--- src/rtl/decode_stage_ctrl.sv ---
// ---------------------------------------------------------------------------
// decode_stage_ctrl
//
// Registered MIPS-32 decode stage. It sits between the IF/ID register and the
// execute stage as a single valid/ready pipeline slot. The stage decodes
// load/store byte/half/word control. It also keeps a HI/LO scoreboard that
// holds back HI/LO-dependent instructions while the multi-cycle
// multiply/divide unit is still busy.
//
// Ports:
//   clk, rst            clock, synchronous active-high reset
//   in_valid/in_ready   upstream handshake (in_ready is combinational)
//   in_instr, in_pc     instruction word and its PC
//   flush               kill the slot contents (branch/jump redirect)
//   out_valid/out_ready downstream handshake
//   out_ctrl[14:0]      registered control word:
//                       [14:13] memsize  [12] memsext  [11] memtoreg
//                       [10] memen  [9] memwrite  [8] branch  [7] alusrc
//                       [6] regdst  [5] regwrite  [4] hilowrite
//                       [3] jump  [2] jal  [1] jr  [0] bal
//   out_instr, out_pc   registered instruction word and PC
//   out_ri              (DECODE_RI_TRAP_EN only) unrecognised-encoding flag
//   mdu_busy            scoreboard counter is non-zero
//
// Optional feature macro: DECODE_RI_TRAP_EN adds the out_ri output.
// ---------------------------------------------------------------------------
module decode_stage_ctrl #(
  parameter int MUL_LAT = 4,
  parameter int DIV_LAT = 33,
  parameter int CNT_W   = 6
) (
  input  logic        clk,
  input  logic        rst,
  input  logic        in_valid,
  output logic        in_ready,
  input  logic [31:0] in_instr,
  input  logic [31:0] in_pc,
  input  logic        flush,
  output logic        out_valid,
  input  logic        out_ready,
  output logic [14:0] out_ctrl,
  output logic [31:0] out_instr,
  output logic [31:0] out_pc,
`ifdef DECODE_RI_TRAP_EN
  output logic        out_ri,
`endif
  output logic        mdu_busy
);

  typedef enum logic {SB_IDLE, SB_BUSY} sb_state_e;

  localparam logic [14:0] C_SZ_HALF  = 15'h2000;
  localparam logic [14:0] C_SZ_WORD  = 15'h4000;
  localparam logic [14:0] C_SEXT     = 15'h1000;
  localparam logic [14:0] C_MEMTOREG = 15'h0800;
  localparam logic [14:0] C_MEMEN    = 15'h0400;
  localparam logic [14:0] C_MEMWRITE = 15'h0200;
  localparam logic [14:0] C_BRANCH   = 15'h0100;
  localparam logic [14:0] C_ALUSRC   = 15'h0080;
  localparam logic [14:0] C_REGDST   = 15'h0040;
  localparam logic [14:0] C_REGWRITE = 15'h0020;
  localparam logic [14:0] C_HILOWR   = 15'h0010;
  localparam logic [14:0] C_JUMP     = 15'h0008;
  localparam logic [14:0] C_JAL      = 15'h0004;
  localparam logic [14:0] C_JR       = 15'h0002;
  localparam logic [14:0] C_BAL      = 15'h0001;

  localparam logic [14:0] C_LOAD  = C_MEMTOREG | C_MEMEN | C_ALUSRC | C_REGWRITE;
  localparam logic [14:0] C_STORE = C_MEMEN | C_MEMWRITE | C_ALUSRC;

  logic            out_valid_q, out_valid_d;
  logic [14:0]     out_ctrl_q, out_ctrl_d;
  logic [31:0]     out_instr_q, out_instr_d;
  logic [31:0]     out_pc_q, out_pc_d;
  logic [CNT_W-1:0] cnt_q, cnt_d;
  sb_state_e       state_q, state_d;

  logic [14:0] ctrl_dec;
  logic        hilo_class, is_mul, is_div;
  logic        hazard, accept;

  // Instruction decode. The all-zero word is SLL $0,$0,0 but is treated as a
  // NOP with an empty control word.
  always_comb begin
    ctrl_dec   = '0;
    hilo_class = 1'b0;
    is_mul     = 1'b0;
    is_div     = 1'b0;
    if (in_instr != 32'h0) begin
      unique case (in_instr[31:26])
        6'h00: begin
          unique case (in_instr[5:0])
            6'h00, 6'h02, 6'h03, 6'h04, 6'h06, 6'h07,
            6'h20, 6'h21, 6'h22, 6'h23, 6'h24, 6'h25,
            6'h26, 6'h27, 6'h2a, 6'h2b: ctrl_dec = C_REGDST | C_REGWRITE;
            6'h10, 6'h12: begin
              ctrl_dec   = C_REGDST | C_REGWRITE;
              hilo_class = 1'b1;
            end
            6'h11, 6'h13: begin
              ctrl_dec   = C_HILOWR;
              hilo_class = 1'b1;
            end
            6'h18, 6'h19: begin
              ctrl_dec   = C_HILOWR;
              hilo_class = 1'b1;
              is_mul     = 1'b1;
            end
            6'h1a, 6'h1b: begin
              ctrl_dec   = C_HILOWR;
              hilo_class = 1'b1;
              is_div     = 1'b1;
            end
            6'h08:   ctrl_dec = C_JUMP | C_JR;
            6'h09:   ctrl_dec = C_JUMP | C_JR | C_JAL | C_REGDST | C_REGWRITE;
            default: ctrl_dec = '0;
          endcase
        end
        6'h01: begin
          unique case (in_instr[20:16])
            5'h00, 5'h01: ctrl_dec = C_BRANCH;
            5'h10, 5'h11: ctrl_dec = C_BRANCH | C_REGWRITE | C_BAL;
            default:      ctrl_dec = '0;
          endcase
        end
        6'h02: ctrl_dec = C_JUMP;
        6'h03: ctrl_dec = C_JUMP | C_JAL | C_REGWRITE;
        6'h04, 6'h05, 6'h06, 6'h07: ctrl_dec = C_BRANCH;
        6'h08, 6'h09, 6'h0a, 6'h0b,
        6'h0c, 6'h0d, 6'h0e, 6'h0f: ctrl_dec = C_ALUSRC | C_REGWRITE;
        6'h20: ctrl_dec = C_LOAD | C_SEXT;
        6'h24: ctrl_dec = C_LOAD;
        6'h21: ctrl_dec = C_LOAD | C_SZ_HALF | C_SEXT;
        6'h25: ctrl_dec = C_LOAD | C_SZ_HALF;
        6'h23: ctrl_dec = C_LOAD | C_SZ_WORD | C_SEXT;
        6'h28: ctrl_dec = C_STORE;
        6'h29: ctrl_dec = C_STORE | C_SZ_HALF;
        6'h2b: ctrl_dec = C_STORE | C_SZ_WORD;
        default: ctrl_dec = '0;
      endcase
    end
  end

  // HI/LO-class instructions wait while the MDU result is outstanding.
  // Flush blocks acceptance so a redirect never lets a stale instruction in.
  assign hazard   = in_valid & hilo_class & (cnt_q != '0);
  assign in_ready = (!out_valid_q | out_ready) & !hazard & !flush;
  assign accept   = in_valid & in_ready;

  // Slot next-state: flush beats accept beats drain. The payload only loads
  // on accept, so it holds through stalls and drains.
  always_comb begin
    out_valid_d = out_valid_q;
    out_ctrl_d  = out_ctrl_q;
    out_instr_d = out_instr_q;
    out_pc_d    = out_pc_q;
    if (flush) begin
      out_valid_d = 1'b0;
    end else if (accept) begin
      out_valid_d = 1'b1;
      out_ctrl_d  = ctrl_dec;
      out_instr_d = in_instr;
      out_pc_d    = in_pc;
    end else if (out_ready) begin
      out_valid_d = 1'b0;
    end
  end

  // Scoreboard: load the MDU latency on an accepted multiply/divide, then
  // count down. Flush deliberately leaves the count alone, because the MDU
  // op was already issued.
  always_comb begin
    state_d = state_q;
    cnt_d   = cnt_q;
    unique case (state_q)
      SB_IDLE: begin
        if (accept && is_mul) begin
          cnt_d   = CNT_W'(MUL_LAT);
          state_d = SB_BUSY;
        end else if (accept && is_div) begin
          cnt_d   = CNT_W'(DIV_LAT);
          state_d = SB_BUSY;
        end
      end
      SB_BUSY: begin
        cnt_d = (cnt_q != '0) ? cnt_q - CNT_W'(1) : '0;
        if (cnt_q <= CNT_W'(1)) state_d = SB_IDLE;
      end
      default: state_d = SB_IDLE;
    endcase
  end

  always_ff @(posedge clk) begin
    if (rst) begin
      out_valid_q <= 1'b0;
      out_ctrl_q  <= '0;
      out_instr_q <= '0;
      out_pc_q    <= '0;
      cnt_q       <= '0;
      state_q     <= SB_IDLE;
    end else begin
      out_valid_q <= out_valid_d;
      out_ctrl_q  <= out_ctrl_d;
      out_instr_q <= out_instr_d;
      out_pc_q    <= out_pc_d;
      cnt_q       <= cnt_d;
      state_q     <= state_d;
    end
  end

`ifdef DECODE_RI_TRAP_EN
  // Every recognised non-NOP encoding sets at least one control bit, so an
  // empty control word on a non-zero instruction marks it as unrecognised.
  logic out_ri_q, out_ri_d;

  always_comb begin
    out_ri_d = out_ri_q;
    if (!flush && accept) out_ri_d = (ctrl_dec == '0) && (in_instr != 32'h0);
  end

  always_ff @(posedge clk) begin
    if (rst) out_ri_q <= 1'b0;
    else     out_ri_q <= out_ri_d;
  end

  assign out_ri = out_ri_q;
`endif

  assign out_valid = out_valid_q;
  assign out_ctrl  = out_ctrl_q;
  assign out_instr = out_instr_q;
  assign out_pc    = out_pc_q;
  assign mdu_busy  = (cnt_q != '0);

endmodule

--- config.mk ---
export PLATFORM = sky130hd
export DESIGN_NAME = decode_stage_ctrl
export DESIGN_NICKNAME = d
export VERILOG_FILES = /design/src/rtl/decode_stage_ctrl.sv
export SDC_FILE = /design/constraint.sdc
export NUM_CORES = 1
export LEC_CHECK = 0
export CAP_MARGIN = 10
export CORE_MARGIN = 2
export CORE_UTILIZATION = 25
export DETAILED_ROUTE_END_ITERATION = 6
export PLACE_DENSITY_LB_ADDON = 0.1
export SETUP_SLACK_MARGIN = 0.1
export SYNTH_ARGS = -nofsm -noshare
export SYNTH_HDL_FRONTEND = slang
export SYNTH_SLANG_ARGS = --single-unit
--- constraint.sdc ---
create_clock -name clk -period 3.5 [get_ports clk]
set_input_delay 0.525 -clock clk [delete_from_list [all_inputs] [get_ports clk]]
set_output_delay 0.525 -clock clk [all_outputs]
set_load 0.03 [all_outputs]
# After elaboration in Yosys (flattened, before gate mapping)
# Index checks and enable logic that the tools add are counted.
[word_totals]
reg_bits = 87
latch_bits = 0
ram_bits = 0
rom_bits = 0
in_bits = 69
out_inout_bits = 82
word_cells = 113
n_memories = 0
[classes]
addsub = 1
mul = 0
div = 0
order_cmp = 1
n_eq_ne = 52
shift = 0
mux = 23
bitwise = 8
n_reduce_logical = 22
[ops]
columns = ["op", "n"]
rows = [
  ["case mux 15 bit (14 select lines)", 1],
  ["equality test 6 bit, second input constant", 18],
  ["equality test 6 x 4 -> 1 bit, second input constant", 10],
  ["equality test 6 x 5 -> 1 bit, second input constant", 8],
  ["equality test 6 x 3 -> 1 bit, second input constant", 7],
  ["nonzero test 32 bit", 1],
  ["case mux 7 bit (4 select lines)", 1],
  ["equality test 6 x 2 -> 1 bit, second input constant", 4],
  ["two-way mux 6 bit", 3],
  ["case mux 9 bit (2 select lines)", 1],
  ["OR reduction 18 bit", 1],
  ["OR reduction 8 bit", 2],
  ["two-way mux 15 bit", 1],
  ["two-way mux 1 bit", 14],
  ["zero test 6 bit", 2],
  ["case mux 6 bit (2 select lines)", 1],
  ["equality test 5 bit, second input constant", 2],
  ["OR reduction 2 bit", 5],
  ["equality test 6 x 1 -> 1 bit, second input constant", 1],
  ["<= comparator 6 x 1 -> 1 bit, second input constant", 1],
  ["nonzero test 6 bit", 1],
  ["OR reduction 6 bit", 1],
  ["subtractor 6 x 1 -> 6 bit, second input constant", 1],
  ["bitwise AND 1 bit", 5],
  ["11 further kinds", 15],
]

# Longest topological paths before layout
# Gate-level depths: netlist (run 1).
[logic_depth]
depth_word = 15
depth_mapped = 9
depth_no_buf = 7

# Worst setup path before layout (run 1)
# No wires, ideal clock.
[synth_timing]
path_type = "in2out"
from = "in in_instr[31]"
to = "out in_ready"
arrival_time_ns = 1.541
required_time_ns = 2.975
path_slack_ns = 1.434
stages = 3
n_path_buf = 0
cell_sequence = "nor4_4 -> nand4_4 -> o311a_1"
[synth_via]
elab_chain_cells = 8
word_cells_on_any_way = 9
classes_between = "2 x mux; 4 x bitwise; 3 x reduce/logical"
[synth_lines]
columns = ["element", "line", "source"]
rows = [
  ["start: declaration", "36", "input logic [31:0] in_instr,"],
  ["zero test 6 bit", "90", "unique case (in_instr[31:26])"],
  ["two-way mux 1 bit", "90", ""],
  ["two-way mux 1 bit (*)", "89", "if (in_instr != 32'h0) begin"],
  ["bitwise AND 1 bit (*) (2 in a row)", "146", "assign hazard = in_valid & hilo_class & (cnt_q != '0);"],
  ["zero test 1 bit (*)", "147", "assign in_ready = (!out_valid_q | out_ready) & !hazard & !flush;"],
  ["bitwise AND 1 bit (*) (2 in a row)", "147", ""],
  ["end: declaration", "35", "output logic in_ready,"],
]
# Mark *: on every way between the ends. The rest lies on a longest branch, timed or not.

# Worst setup path in the final report (run 1)
[layout_timing]
from = "in in_instr[28]"
to = "out in_ready"
# The elaborated chain is that of the path after synthesis.

==> impl_results.rst, run 1 <==
.. list-table::
   :header-rows: 1

   * - Metric
     - Value
   * - Result of the run
     - completed
   * - Most used flip-flop cell after synthesis
     - sky130_fd_sc_hd__dfxtp_1
   * - Worst hold path type
     - flop to flop
   * - Share of Yosys cell area claimed by the top area cell type
     - 49.7%
   * - FMAX
     - 314 MHz
   * - Mapped Area
     - 3500 sq um
   * - Register bit total from synthesis
     - between 80 and 90
   * - Gr usage total
     - 14.8%
   * - Complex-gate fraction of the synthesized area
     - 18.6%
   * - RSZ-0062 raised after global routing
     - false
   * - Net Count, Synth
     - 503
   * - Iter 0 DRT Violations
     - approximately 170
   * - Crit start category
     - primary input
   * - Pre-antenna DRT Iters
     - 4
   * - Number of nets in the layout
     - around 650
   * - Clk_lat worst skew
     - 0.34 ns
   * - Final clock period utilization by the worst path
     - about nine tenths
   * - Number of global-route vias before repair
     - 3273
   * - Endpoint of the most critical setup path
     - in_ready
   * - Yosys top cell by area
     - sky130_fd_sc_hd__dfxtp_1
   * - Deepest clock path buffer count
     - 2
   * - Fraction of synthesized cell area in xor and xnor cells
     - 0.500%
   * - H-Tree Level Count
     - 3
   * - Utilization of the core after routing
     - 40.0%
   * - Power density over cell area
     - about 450 nW/um^2
   * - Routed vias
     - 3431
   * - Post-synth EDFFs
     - 0
   * - Post-Place Cells
     - 744
   * - Clock tree skew after final layout
     - 0.00576 ns
   * - Number of hold buffers added after cts
     - 0
   * - Synth Area per Inst
     - 8.13 sq um
   * - Setup TNS
     - 0 ns
   * - CTS tree
     - done
   * - HPWL Detailed
     - between 7 and 8 mm
   * - Max Cap Violations
     - 0
   * - Worst flop-to-flop path endpoint
     - out_pc[21]
   * - Area added between synthesis and finish
     - 57.2%
   * - Leakage
     - approximately 2.0 nW
   * - Number of cells traversed by the worst hold path
     - 2
   * - Number of placement rows
     - 43
   * - Clock transition at the registers of the reported paths
     - 0.06 ns
   * - R2R Path Start
     - cnt_q[2]
   * - Start point of the critical path
     - in_instr[28]
   * - Number of antenna violations at the first check in global routing
     - 0
   * - Routability congestion estimate
     - approximately 0.76
   * - Final Critical Period
     - 3.19 ns
   * - Cell types occupying the most area after synthesis
     - sky130_fd_sc_hd__dfxtp_1 (50%), sky130_fd_sc_hd__nand2_1 (15%), sky130_fd_sc_hd__a21oi_1 (11%)
   * - Layout cell share with drive strength beyond 1
     - around 5.7%
   * - Number of failing hold endpoints at the final stage
     - 0
   * - Slew of the pin with the lowest slew margin
     - 0.719 ns
   * - Remaining design rule violation count
     - 0
   * - Non-filler instance count after layout
     - 760
   * - GRT overflow
     - 0
   * - Critical path endpoint category
     - output port
   * - Die area
     - 15000 sq um
   * - Largest fanout of any net on the critical path
     - 7
   * - Wire length reported by the detailed router
     - 11.0 mm
   * - Power after layout
     - ~2.5 mW
   * - Data required time at the worst endpoint
     - 2.97 ns
   * - Vertical die dimension
     - 122 um
   * - Max_slew headroom
     - 52.0%
   * - Pin count of the biggest net entering global routing
     - 70
   * - Arrival time of data at the critical path endpoint
     - 2.66 ns
   * - Netlist cell types
     - 44
   * - Number of buffers added on ports
     - 150
   * - Number of sinks handled by clock tree synthesis
     - 87
   * - Post-CTS Resized
     - 0
   * - Flop-to-flop setup slack
     - 1.10 ns
   * - Crit Path Class
     - primary input to output port
   * - Pins over their slew limit
     - 0
   * - Routed via count divided by cell count
     - 4.51
   * - Number of diodes added for antenna fixing
     - 0
   * - Die span in x
     - 122 um
   * - Sequential cell area fraction in the yosys report
     - 49.7%
   * - Adder-cell share of the synthesized area
     - 1.07%
   * - Number of top-level pins
     - 151
   * - Number of cells produced by synthesis
     - 431
   * - Antenna Violating Nets Remaining
     - 0
   * - Depth of the most critical reg-to-reg path
     - 6
   * - Combinational family with the most area after synthesis
     - simple AND/OR/NAND/NOR gates
   * - Post-CTS setup-driven buffer insertion count
     - 0
   * - TritonCTS buffer count
     - 9
   * - Simple-Gate Fraction of Synth Area
     - 25.2%
   * - Count of fill cells added during filler insertion
     - 1468
   * - Multiplexer share of the synthesized area
     - 0.286%
   * - Share of synthesized registers carrying an async set or reset
     - 0%
   * - Wire length of the first global-routing pass
     - 16.9 mm
   * - Average detailed-routed wire length per instance
     - 14.5 um
   * - Core area
     - approximately 14000 sq um
   * - Worst Hold Slack
     - ~0.45 ns
   * - Clock tree root buffer cell
     - sky130_fd_sc_hd__clkbuf_16
   * - Final setup fails
     - 0
   * - Initial cell density of the core
     - 25.4%
   * - Total number of yosys warnings
     - 0
   * - IR drop worst, VDD
     - 0.286 mV
-- sequential cells by signal, summed over array words and instances (netlist names) --
| name | cells |
|---|---|
| cnt_q | 6 |
| state_q | 1 |
| out_pc | 32 |
| out_valid | 1 |
| out_instr | 32 |
| out_ctrl | 15 |
-- layout by cell type, fill, tap and decap left out, drive strengths merged, types with 2 or more instances in the layout --
master,synthesis,final
a211oi,2,2
a21oi,74,74
a22o,8,8
a32o,3,3
and2,2,2
and3,3,3
buf,16,12
bufinv,0,2
clkbuf,12,13
clkdlybuf4s50,0,149
dfxtp,87,87
ha,3,3
inv,7,7
nand2,141,141
nand2b,5,5
nand3,2,2
nand4,5,5
nor2,16,16
nor3,12,12
nor4,9,9
o21ai,4,4
o2bb2ai,3,3
o311a,2,2
-- final cells by class --
cell class                      instances  area (sq um)  area share (%)
Timing Repair Buffer                  161          1590            28.9
Tap cell                              180           225            4.09
Multi-Input combinational cell        309          1600            29.0
Sequential cell                        87          1740            31.6
Clock buffer                           13           260            4.72
Inverter                                7          26.3           0.477
Clock inverter                          3          65.1            1.18
-- cells by family (layout without fill, tap and decap cells) --
family	after synthesis	after routing
compound gates	105	105
xor+xnor	2	2
fa+ha+maj	3	3
buf+inv	35	184
flops	87	87
mux	1	1
simple gates	198	198
-- cells in the mapped netlist, types with 2 or more instances --
master                      instances
sky130_fd_sc_hd__a211oi_1           2
sky130_fd_sc_hd__a21oi_1           74
sky130_fd_sc_hd__a22o_1             8
sky130_fd_sc_hd__a32o_1             3
sky130_fd_sc_hd__and2_1             2
sky130_fd_sc_hd__and3_1             3
sky130_fd_sc_hd__buf_2             12
sky130_fd_sc_hd__buf_6              2
sky130_fd_sc_hd__clkbuf_1          12
sky130_fd_sc_hd__dfxtp_1           87
sky130_fd_sc_hd__ha_1               3
sky130_fd_sc_hd__inv_1              7
sky130_fd_sc_hd__nand2_1          141
sky130_fd_sc_hd__nand2b_1           5
sky130_fd_sc_hd__nand3_1            2
sky130_fd_sc_hd__nand4_1            4
sky130_fd_sc_hd__nor2_1            15
sky130_fd_sc_hd__nor3_1            11
sky130_fd_sc_hd__nor4_1             7
sky130_fd_sc_hd__o21ai_0            4
sky130_fd_sc_hd__o2bb2ai_1          3
sky130_fd_sc_hd__o311a_1            2
-- per-stage QoR --
| stage | setup slack [ns] | area [sq um] |
|---|---|---|
| after floorplan | 1.43 | 3500 |
| after global placement | 0.304 | 5180 |
| after detailed placement | 0.296 | 5180 |
| after CTS | 0.296 | 5510 |
| after global routing | 0.220 | 5510 |
| final | 0.315 | 5510 |
-- worst min path at each step --
stage,startpoint,endpoint,slack (ns)
2_1_floorplan,cnt_q[0],cnt_q[0],0.45
3_3_place_gp,out_pc[6],out_pc[6],0.44
3_5_place_dp,out_instr[19],out_instr[19],0.45
4_1_cts,out_instr[19],out_instr[19],0.45
5_1_grt,out_instr[31],out_instr[31],0.47
6_report,out_pc[26],out_pc[26],0.45
-- per-layer routing --
| metal | up-vias | GRT usage, % | wire length, um |
|---|---|---|---|
| met5 | - | 0 | 0 |
| met4 | 0 | 3.88 | 105 |
| met3 | 6 | 5.95 | 759 |
| met2 | 86 | 24.4 | 5330 |
| met1 | 1582 | 18.0 | 4850 |
| li1 | 1757 | - | - |
-- power breakdown --
| part | switching [mW] | internal, mW | total [mW] |
|---|---|---|---|
| Sequential | 0.0173 | 1.03 | 1.04 |
| Combinational | 0.204 | 0.171 | 0.375 |
| Clock | 0.389 | 0.664 | 1.05 |
| Total | 0.610 | 1.86 | 2.47 |
-- worst max-delay path, stage by stage --
cell and delay (ns):
sky130_fd_sc_hd__clkdlybuf4s50_1 0.55, sky130_fd_sc_hd__nor4_4 0.46, sky130_fd_sc_hd__nand4_4 0.20, sky130_fd_sc_hd__o311a_1 0.33, sky130_fd_sc_hd__clkdlybuf4s50_1 0.60
Note: power is estimated with default switching activity, not from simulation.
==> run 2, diff against run 1 <==
--- a/config.mk
+++ b/config.mk
@@ -7,7 +7,7 @@
 export LEC_CHECK = 0
 export CAP_MARGIN = 10
 export CORE_MARGIN = 2
-export CORE_UTILIZATION = 25
+export CORE_UTILIZATION = 45
 export DETAILED_ROUTE_END_ITERATION = 6
 export PLACE_DENSITY_LB_ADDON = 0.1
 export SETUP_SLACK_MARGIN = 0.1
==> run 2 against run 1 <==
  * Clock power shrank 34%
  * Wire length shrank 14%
  * Critical path depth did not move
  * Via count increased by 1.7%
  * Register-to-register slack got worse by 0.03 ns
  * First-iteration DRC count decreased by 18%
  * Design area fell by 4.6%
  * Critical path type unchanged
  * Critical endpoint unchanged
  * Largest power group is now registers
  * Highest routed layer unchanged
==> impl_results.rst, run 2 (synthesized netlist as in run 1, its figures left out) <==
.. list-table::
   :header-rows: 1

   * - Metric
     - Value
   * - Critical path endpoint category
     - output port
   * - Power density over cell area
     - 400 nW/um^2
   * - Post-Place Cells
     - 664
   * - H-Tree Level Count
     - 3
   * - HPWL Detailed
     - just under 7 mm
   * - Vertical die dimension
     - 92.3 um
   * - Setup TNS
     - 0 ns
   * - Number of global-route vias before repair
     - 3303
   * - Wire length of the first global-routing pass
     - 15.4 mm
   * - FMAX
     - approximately 320 MHz
   * - Antenna Violating Nets Remaining
     - 0
   * - Pin count of the biggest net entering global routing
     - 50
   * - Final setup fails
     - 0
   * - Core area
     - 7650 sq um
   * - Number of placement rows
     - 32
   * - Area added between synthesis and finish
     - 49.9%
   * - Max Cap Violations
     - 0
   * - Clock tree skew after final layout
     - 0.00798 ns
   * - Utilization of the core after routing
     - 68.7%
   * - Pre-antenna DRT Iters
     - 4
   * - Number of nets in the layout
     - 645
   * - Number of antenna violations at the first check in global routing
     - 0
   * - Largest fanout of any net on the critical path
     - 7
   * - Commonest cells after routing, fill and taps aside
     - sky130_fd_sc_hd__clkdlybuf4s50_1 (149), sky130_fd_sc_hd__nand2_1 (141), sky130_fd_sc_hd__dfxtp_1 (87)
   * - Worst Hold Slack
     - 0.455 ns
   * - Area occupied by multi-input gates
     - 1600 sq um
   * - Final clock period utilization by the worst path
     - between 90% and 100%
   * - Average detailed-routed wire length per instance
     - 14.0 um
   * - Max_slew headroom
     - 47.5%
   * - Number of hold buffers added after cts
     - 0
   * - Initial cell density of the core
     - 45.8%
   * - Iter 0 DRT Violations
     - around 140
   * - Routed via count divided by cell count
     - 5.13
   * - Die span in x
     - 92.3 um
   * - Slew of the pin with the lowest slew margin
     - about 0.79 ns
   * - Remaining design rule violation count
     - 0
   * - Final Critical Period
     - 3.17 ns
   * - Routed vias
     - 3490
   * - TritonCTS buffer count
     - 9
   * - Routability congestion estimate
     - 0.836
   * - Data required time at the worst endpoint
     - 2.97 ns
   * - Power after layout
     - roughly 2.1 mW
   * - Crit Path Class
     - primary input to output port
   * - Number of failing hold endpoints at the final stage
     - 0
   * - RSZ-0062 raised after global routing
     - false
   * - Number of diodes added for antenna fixing
     - 0
   * - Pins over their slew limit
     - 0
   * - Commonest non-fill, non-tap cell in the layout
     - sky130_fd_sc_hd__clkdlybuf4s50_1
   * - Number of buffers added on ports
     - 150
   * - Sequential cell area
     - 1740 sq um
   * - Post-CTS Resized
     - 0
   * - Clock tree root buffer cell
     - sky130_fd_sc_hd__clkbuf_8
   * - Count of fill cells added during filler insertion
     - 653
   * - Arrival time of data at the critical path endpoint
     - between 2 and 3 ns
   * - Number of top-level pins
     - 151
   * - Clk_lat worst skew
     - 0.35 ns
   * - Number of sinks handled by clock tree synthesis
     - 87
   * - Crit start category
     - primary input
   * - CTS tree
     - done
   * - Gr usage total
     - 22.6%
   * - Non-filler instance count after layout
     - between 600 and 700
   * - Post-CTS setup-driven buffer insertion count
     - 0
   * - IR drop worst, VDD
     - 0.304 mV
   * - Clock transition at the registers of the reported paths
     - 0.09 ns
   * - Leakage
     - 1.87 nW
   * - Worst hold path type
     - flop to flop
   * - Die area
     - 8510 sq um
   * - Layout cell share with drive strength beyond 1
     - 5.71%
   * - Result of the run
     - completed
   * - GRT overflow
     - 0
   * - Deepest clock path buffer count
     - 2
   * - Wire length reported by the detailed router
     - between 9 and 10 mm
run 2: path summary, 6_finish.rpt:
kind	from	endpoint	slack, ns	depth (start not counted)
max	in_instr[31]	in_ready	0.33	5
max reg2reg	cnt_q[2]	out_pc[13]	1.07	6
min reg2reg	out_pc[0]	out_pc[0]	0.46	2
min	out_pc[0]	out_pc[0]	0.46	2
run 2: power by group:
part / leakage, nW / internal (mW) / switching (mW)
Clock: 0.0916 / 0.329 / 0.359
Combinational: 1.07 / 0.168 / 0.201
Sequential: 0.709 / 1.03 / 0.0171
run 2: worst max-delay path, stage by stage:
cell	delay [ns]
sky130_fd_sc_hd__clkdlybuf4s50_1	0.56
sky130_fd_sc_hd__nor4_4	0.44
sky130_fd_sc_hd__nand4_4	0.20
sky130_fd_sc_hd__o311a_1	0.32
sky130_fd_sc_hd__clkdlybuf4s50_1	0.59
run 2: through the flow:
step	area (sq um)	worst slack, ns
after detailed placement	5060	0.313
after global routing	5250	0.223
after floorplan	3500	1.43
after CTS	5250	0.314
after global placement	5060	0.356
final	5250	0.331
run 2: metal layers:
metal	global-route usage, %	share of wire [%]	vias to the layer above
li1	-	-	1755
met1	27.8	43	1602
met2	36.5	47	109
met3	6.41	7.2	24
met4	10.4	3.0	0
met5	0	0	-
run 2: cell type report:
type,instances,area share [%]
Multi-Input combinational cell,309,30.4
Tap cell,102,2.43
Clock inverter,7,1.36
Clock buffer,9,2.36
Timing Repair Buffer,159,29.8
Sequential cell,87,33.2
Inverter,7,0.500
